===== src/rtl/gshare_predictor.sv =====
// -----------------------------------------------------------------------------
// gshare_predictor
//   Global-history branch direction predictor. A table of saturating counters
//   is indexed either by the PC-derived index alone (bimodal) or by that index
//   XORed with a global history register (gshare). Lookups take one cycle.
//   The history is updated speculatively with each prediction and is repaired
//   from the history value carried with a branch when it resolves mispredicted.
//
// Ports
//   cpu_clk          in   1           clock, rising edge
//   cpu_rstn         in   1           synchronous active-low reset
//   predictor_ren    in   1           lookup request
//   predictor_raddr  in   ADDR_WIDTH  PC-derived lookup index
//   predict_valid    out  1           lookup result valid
//   predict_taken    out  1           predicted direction
//   predict_idx      out  ADDR_WIDTH  hashed index used for the lookup
//   predict_ghr      out  GHR_WIDTH   history used for the lookup
//   predictor_wen    in   1           resolve/update request
//   predictor_waddr  in   ADDR_WIDTH  hashed index carried back from predict_idx
//   branch_taken_ex  in   1           resolved direction
//   mispredict_ex    in   1           resolved mispredict (qualified by wen)
//   ghr_restore      in   GHR_WIDTH   predict_ghr carried with the branch
//   mispredict_cnt   out  16          saturating mispredict count
// -----------------------------------------------------------------------------
module gshare_predictor #(
  parameter int ENTRY_NUM  = 256,
  parameter int ADDR_WIDTH = $clog2(ENTRY_NUM),
  parameter int CNT_WIDTH  = 2,
  parameter int CNT_INIT   = 2**(CNT_WIDTH-1)-1,
  parameter int GHR_WIDTH  = 8,
  parameter int HASH_MODE  = 1
) (
  input  logic                  cpu_clk,
  input  logic                  cpu_rstn,
  input  logic                  predictor_ren,
  input  logic [ADDR_WIDTH-1:0] predictor_raddr,
  output logic                  predict_valid,
  output logic                  predict_taken,
  output logic [ADDR_WIDTH-1:0] predict_idx,
  output logic [GHR_WIDTH-1:0]  predict_ghr,
  input  logic                  predictor_wen,
  input  logic [ADDR_WIDTH-1:0] predictor_waddr,
  input  logic                  branch_taken_ex,
  input  logic                  mispredict_ex,
  input  logic [GHR_WIDTH-1:0]  ghr_restore,
  output logic [15:0]           mispredict_cnt
);

  localparam logic [CNT_WIDTH-1:0] CNT_MAX = {CNT_WIDTH{1'b1}};
  localparam logic [CNT_WIDTH-1:0] CNT_MIN = {CNT_WIDTH{1'b0}};
  localparam logic [CNT_WIDTH-1:0] CNT_ONE = CNT_WIDTH'(1);
  localparam logic [CNT_WIDTH-1:0] CNT_RST = CNT_WIDTH'(CNT_INIT);
  localparam logic [15:0]          MCNT_MAX = 16'hFFFF;

  // Shift one outcome into a history value; the cast keeps this valid for a
  // one-bit history, where the result is just the new outcome.
  function automatic logic [GHR_WIDTH-1:0] ghr_shift(
    input logic [GHR_WIDTH-1:0] hist,
    input logic                 bit_in
  );
    return GHR_WIDTH'({hist, bit_in});
  endfunction

  logic [CNT_WIDTH-1:0]  cnt_q [ENTRY_NUM];
  logic [CNT_WIDTH-1:0]  cnt_cur_s;
  logic [CNT_WIDTH-1:0]  cnt_d;
  logic [GHR_WIDTH-1:0]  ghr_q, ghr_d;
  logic [ADDR_WIDTH-1:0] ghr_ext_s;
  logic [ADDR_WIDTH-1:0] lkup_idx_s;
  logic                  pvalid_q, pvalid_d;
  logic                  ptaken_q, ptaken_d;
  logic [ADDR_WIDTH-1:0] pidx_q, pidx_d;
  logic [GHR_WIDTH-1:0]  pghr_q, pghr_d;
  logic [15:0]           mcnt_q, mcnt_d;
  logic                  recover_s;

  assign recover_s = predictor_wen & mispredict_ex;

  // Hashed lookup index: history sits in the index LSBs, upper bits zero.
  always_comb begin
    ghr_ext_s                  = {ADDR_WIDTH{1'b0}};
    ghr_ext_s[GHR_WIDTH-1:0]   = ghr_q;
    if (HASH_MODE != 0) begin
      lkup_idx_s = predictor_raddr ^ ghr_ext_s;
    end else begin
      lkup_idx_s = predictor_raddr;
    end
  end

  // Lookup result registers; the counter is read before any same-cycle update.
  always_comb begin
    pvalid_d = 1'b0;
    ptaken_d = ptaken_q;
    pidx_d   = pidx_q;
    pghr_d   = pghr_q;
    if (predictor_ren) begin
      pvalid_d = 1'b1;
      ptaken_d = cnt_q[lkup_idx_s][CNT_WIDTH-1];
      pidx_d   = lkup_idx_s;
      pghr_d   = ghr_q;
    end else begin
      pvalid_d = 1'b0;
    end
  end

  // Saturating counter next value for the entry being resolved.
  always_comb begin
    cnt_cur_s = cnt_q[predictor_waddr];
    cnt_d     = cnt_cur_s;
    if (branch_taken_ex) begin
      if (cnt_cur_s != CNT_MAX) begin
        cnt_d = cnt_cur_s + CNT_ONE;
      end else begin
        cnt_d = cnt_cur_s;
      end
    end else begin
      if (cnt_cur_s != CNT_MIN) begin
        cnt_d = cnt_cur_s - CNT_ONE;
      end else begin
        cnt_d = cnt_cur_s;
      end
    end
  end

  // History next value: mispredict repair overrides the speculative shift.
  always_comb begin
    ghr_d = ghr_q;
    if (recover_s) begin
      ghr_d = ghr_shift(ghr_restore, branch_taken_ex);
    end else if (pvalid_q) begin
      ghr_d = ghr_shift(ghr_q, ptaken_q);
    end else begin
      ghr_d = ghr_q;
    end
  end

  // Mispredict counter next value, saturating at all-ones.
  always_comb begin
    mcnt_d = mcnt_q;
    if (recover_s && (mcnt_q != MCNT_MAX)) begin
      mcnt_d = mcnt_q + 16'd1;
    end else begin
      mcnt_d = mcnt_q;
    end
  end

  // Counter table storage with reset to the weakly-not-taken value.
  always_ff @(posedge cpu_clk) begin
    if (!cpu_rstn) begin
      for (int i = 0; i < ENTRY_NUM; i++) begin
        cnt_q[i] <= CNT_RST;
      end
    end else if (predictor_wen) begin
      cnt_q[predictor_waddr] <= cnt_d;
    end
  end

  // History, lookup result and mispredict counter registers.
  always_ff @(posedge cpu_clk) begin
    if (!cpu_rstn) begin
      ghr_q    <= {GHR_WIDTH{1'b0}};
      pvalid_q <= 1'b0;
      ptaken_q <= 1'b0;
      pidx_q   <= {ADDR_WIDTH{1'b0}};
      pghr_q   <= {GHR_WIDTH{1'b0}};
      mcnt_q   <= 16'd0;
    end else begin
      ghr_q    <= ghr_d;
      pvalid_q <= pvalid_d;
      ptaken_q <= ptaken_d;
      pidx_q   <= pidx_d;
      pghr_q   <= pghr_d;
      mcnt_q   <= mcnt_d;
    end
  end

  assign predict_valid  = pvalid_q;
  assign predict_taken  = ptaken_q;
  assign predict_idx    = pidx_q;
  assign predict_ghr    = pghr_q;
  assign mispredict_cnt = mcnt_q;

endmodule


===== config.mk =====
export PLATFORM = sky130hd
export DESIGN_NAME = gshare_predictor
export DESIGN_NICKNAME = d
export VERILOG_FILES = /design/src/rtl/gshare_predictor.sv
export SDC_FILE = /design/constraint.sdc
export NUM_CORES = 1
export LEC_CHECK = 0
export ABC_AREA = 0
export CAP_MARGIN = 10
export CORE_UTILIZATION = 35
export DETAILED_ROUTE_END_ITERATION = 10
export PLACE_DENSITY = 0.6
export SETUP_SLACK_MARGIN = 0.2
export SLEW_MARGIN = 20
export SYNTH_ARGS = -nofsm -noshare
export SYNTH_HDL_FRONTEND = slang
export SYNTH_SLANG_ARGS = --single-unit

===== constraint.sdc =====
create_clock -name cpu_clk -period 4.27 [get_ports cpu_clk]
set_input_delay 0.6405 -clock cpu_clk [delete_from_list [all_inputs] [get_ports cpu_clk]]
set_output_delay 0.6405 -clock cpu_clk [all_outputs]
set_load 0.01 [all_outputs]

After elaboration in Yosys (flattened, before gate mapping). Memories as Yosys holds them, arrays and structs flattened. A register that Yosys moved wholly into a read port is not among the register bits. Index checks and enable logic that the tools add are counted.

Multiplexer cells: 13. Eq/ne operators: 2. Add/subtract/negate cells: 3. Reductions and logical operators: 5. Bitwise operators: 2.

Operators by type and width (count): 8-bit two-way mux (3); 16-bit by 1-bit adder with 16-bit output (second input constant) (1); 16-bit != test (second input constant) (1); 2-bit two-way mux (4); 8-bit bitwise XOR (1); 1-bit two-way mux (6); 2-bit nonzero test (2); 2-bit by 1-bit adder with 2-bit output (second input constant) (1); 2-bit != test (second input constant) (1); 2-bit OR reduction (1); 2-bit by 1-bit subtractor with 2-bit output (second input constant) (1); 1-bit bitwise AND (1); 1-bit logical AND (1); 1-bit logical NOT (1).

Output and inout port bits: 34. Register bits: 41. Input bits: 30. RAM bits: 512. Logic and storage cells: 31. Memories: 1.

Memories: cnt_q (words 256, width 2, read ports 2, clocked after memory_dff 1, wr ports 256, RTL line 64) `logic [CNT_WIDTH-1:0] cnt_q [ENTRY_NUM];`.

Longest topological paths before layout.
Depth in word-level cells: 5. Mapped depth: 15. Mapped depth without buffers: 8.

Least setup slack after synthesis. No wires, ideal clock.

Kind: input port to flip-flop. From: in predictor_waddr[1]. To: mem cnt_q[241][1], data pin. Path buffers: 4. Path slack: 0.742 ns. Setup time: 0.270 ns. Stages on the path: 11. Arrival: 3.258 ns. Data required time: 4.000 ns. Cell sequence: buf_2 -> buf_1 -> mux4_2 -> mux4_2 -> a22o_1 -> nor4_2 -> and4_1 -> maj3_2 -> buf_2 -> buf_2 -> nor3_1.

RTL lines: start, declared (RTL line 42) `input logic [ADDR_WIDTH-1:0] predictor_waddr,`; end, declared (RTL line 64).

==> impl_metrics.tcl <==
set metrics [dict create \
    clock_insertion_delay_worst_skew_ns 0.66 \
    syn-num-nets 2441 \
    hold_viol 0 \
    cts_sinks 554 \
    global_route_wire_length_before_repair_um 147700 \
    crit_path_max_fanout 24 \
    die_height_um 289.8 \
    start_util_pct 35.36 \
    post_synth.cell_area_avg_um2 12.03 \
    multi_input_area_mm2 0.01150 \
    final_antenna_net_count 0 \
    gp_congestion 0.9714 \
    rows 105 \
    fp.coreArea_mm2 0.08198 \
    first_global_vias 21760 \
    power_leakage_uw 0.01058 \
    dr.first_iter.drc_count 4056 \
    grt_start_max_net_pins 256 \
    timing.final.setup_violations 0 \
    detail_route.drc_violations 0 \
    post_cts_hold_buffer_count 0 \
    worst_r2r_path_depth 9 \
    die_area_mm2 0.08397 \
    synth.ff_latch_count 554 \
    final_layout_size_suffix_gt1_share_pct 20.06 \
    max-cap-violations 0 \
    post-synth-top-count-cell "sky130_fd_sc_hd__edfxtp_1" \
    ys.warnings.count 0 \
    seq_area_frac_synth_pct 55.95 \
    cts_inserted_buffers 60 \
    postCtsSetupRepairBufs 0 \
    achievable_clock_frequency_mhz 261.6 \
    vias_per_cell 6.293 \
    synth_enable_flop_cells 512 \
    run_status "finished clean" \
    worst_slew_margin_rel_pct 29.54 \
    clk_pin_slew_ns 0.06 \
    cts.path.max_buffers 3 \
    fin_crit_sh_pct 89.53 \
    fp.dieW_um 289.8 \
    drtPass1Iterations 6 \
    syn-cell-area_mm2 0.02898 \
    crit_path_start_kind "input port" \
    tritoncts_clock_tree "done" \
    async_flop_share_pct 0 \
    timing_max_transition_violations_final 0 \
    synth_ff_type "sky130_fd_sc_hd__edfxtp_1" \
    io_buffers 62 \
    fill_cell_count 7586 \
    cts-root-buf "sky130_fd_sc_hd__clkbuf_16" \
    endpoint_required_time_on_the_critical_path_ns 4.65 \
    top_cell_type_s_share_of_synthesized_area_pct 53.05 \
    grt_residual_overflow 0 \
    post-place-ws_ns -0.1011 \
    timing.critical_path.arrival_ns 4.21 \
    clock-skew-final_ns 0.02976 \
    io_pins 64 \
    power.density_mw_per_mm2 399.1 \
    cts_htree_levels 2 \
    detailroute.via_count 22550 \
    timing_worst_slew_pin_value_ns 1.049 \
    whs_path_depth 2 \
    routed_wire_length_per_instance_um 28.50 \
    synthCells 2410 \
    antenna_violations_before_repair 1 \
    finalNetCount 2492 \
    max-vdd-ir-drop_v 0.0003305 \
    hold_path_class "in -> reg" \
    final-seq-area_mm2 0.01622 \
    synthDistinctLibCells 53 \
    synthDominantAreaCellType "sky130_fd_sc_hd__edfxtp_1" \
    timing_worst_setup_path_type "in -> reg" \
    period_needed_ns 3.823 \
    netlist_top_cells_area "sky130_fd_sc_hd__edfxtp_1, sky130_fd_sc_hd__mux4_2, sky130_fd_sc_hd__nand3_1" \
    post_cts.resized_instances 0 \
    hpwlAfterDp_um 67690 \
    cp-end-kind "flop" \
    setup_repair_after_global_routing_missed_its_margin "no" \
    area_delta_synth_final_pct 17.45 \
    layout_setup_ws_ns 0.4469 \
    fin_hold_ws_ns 0.3836 \
    synth.cells.most_frequent "sky130_fd_sc_hd__edfxtp_1, sky130_fd_sc_hd__nand3_1, sky130_fd_sc_hd__nor3_1" \
    drt-total-wl_um 102100 \
    grt.total_usage_pct 24.30 \
]
worst paths after layout:
path | from | endpoint | slack [ns]
setup / recovery | predictor_waddr[0] | cnt_q[61][1] | 0.45
hold / removal | cpu_rstn | ghr_ext_s[1] | 0.38
setup reg to reg | ghr_ext_s[3] | predict_taken | 0.60
hold reg to reg | predict_idx[6] | predict_idx[6] | 0.49
metrics by stage:
stage                     utilization, %  cells  power [uW]  cell area, um^2  TNS [ns]
after floorplan                        -   2410        7398            28980         0
after global placement             39.11   3468        8375            32060    -8.877
after detailed placement           39.11   3468        8407            32060    -10.11
after CTS                          41.49   3581       13570            34010         0
after global routing               41.52   3582       13910            34040         0
final                              41.53   3583       13590            34040         0
layout by cell type (no fill, tap or decap), types with 7 or more instances in the layout:
master / synthesis / layout
sky130_fd_sc_hd__edfxtp_1: 512 / 512
sky130_fd_sc_hd__nand3_1: 311 / 311
sky130_fd_sc_hd__nor3_1: 240 / 234
sky130_fd_sc_hd__o21ai_0: 231 / 231
sky130_fd_sc_hd__buf_4: 11 / 182
sky130_fd_sc_hd__nand2_1: 162 / 162
sky130_fd_sc_hd__mux4_2: 160 / 160
sky130_fd_sc_hd__mux2i_1: 105 / 105
sky130_fd_sc_hd__nor2_1: 73 / 68
sky130_fd_sc_hd__clkbuf_16: 0 / 61
sky130_fd_sc_hd__clkdlybuf4s50_1: 0 / 57
sky130_fd_sc_hd__buf_12: 0 / 50
sky130_fd_sc_hd__dfxtp_1: 42 / 42
sky130_fd_sc_hd__a22oi_1: 34 / 34
sky130_fd_sc_hd__nand2b_1: 26 / 26
sky130_fd_sc_hd__nor2b_1: 21 / 21
sky130_fd_sc_hd__and2_1: 19 / 19
sky130_fd_sc_hd__clkinv_1: 0 / 19
sky130_fd_sc_hd__nand4_1: 18 / 18
sky130_fd_sc_hd__o211a_1: 17 / 17
sky130_fd_sc_hd__and3_1: 12 / 12
sky130_fd_sc_hd__xnor2_1: 13 / 12
sky130_fd_sc_hd__a21oi_1: 9 / 9
sky130_fd_sc_hd__a22o_1: 9 / 9
sky130_fd_sc_hd__xor2_1: 11 / 9
sky130_fd_sc_hd__clkbuf_1: 198 / 9
sky130_fd_sc_hd__clkinv_2: 0 / 9
sky130_fd_sc_hd__or3_1: 7 / 7
sky130_fd_sc_hd__a221oi_1: 7 / 7
state kept, by name, indices dropped and copies added (netlist names):
register and count:
cnt_q 512, mispredict_cnt 16, ghr_ext_s 8, predict_ghr 8, predict_idx 8, predict_taken 1, predict_valid 1
cell type report:
class,instances,area share (%)
flip-flops and latches,554,47.63
multi-input cells,1544,33.78
repair buffers,295,8.847
clock buffers,74,4.745
well taps,1070,3.933
clock inverters,39,0.9887
inverters,6,0.06616
diodes,1,0.007351
layer usage:
layer	track usage [%]	up-vias	wire length [um]
met5	0	-	0
met4	11.96	0	5381
met3	5.440	293	12680
met2	38.22	1658	47220
met1	31.68	11220	36820
li1	-	9379	-
power breakdown:
group          leakage, uW  total, uW  internal, uW  switching, uW
logic              0.00469       2220           857           1360
clock network     0.000950       5240          3020           2220
registers          0.00494       6120          6040           80.0
worst max-delay path: stages:
cell and delay [ns]:
sky130_fd_sc_hd__buf_6 0.33, sky130_fd_sc_hd__buf_12 0.23, sky130_fd_sc_hd__buf_4 0.19, sky130_fd_sc_hd__nor2b_1 0.46, sky130_fd_sc_hd__buf_12 0.25, sky130_fd_sc_hd__a22oi_1 0.13
sky130_fd_sc_hd__nand3_1 0.22, sky130_fd_sc_hd__nand4_1 0.20, sky130_fd_sc_hd__nor3_1 0.39, sky130_fd_sc_hd__buf_4 0.20, sky130_fd_sc_hd__and4_1 0.20, sky130_fd_sc_hd__maj3_4 0.23
sky130_fd_sc_hd__buf_12 0.21, sky130_fd_sc_hd__buf_12 0.20, sky130_fd_sc_hd__nor3_1 0.07
kinds of logic after synthesis:
logic type	count (synthesis)	share of synthesized area, %
AND/OR/NAND/NOR	902	15.15
adder cells (fa/ha/maj)	3	0.1209
XOR/XNOR	24	0.7252
buffers and inverters	312	4.718
flip-flops	554	55.95
multiplexers	267	16.14
AO/OA/AOI/OAI	348	7.201
Note: power is estimated with default switching activity, not from simulation.
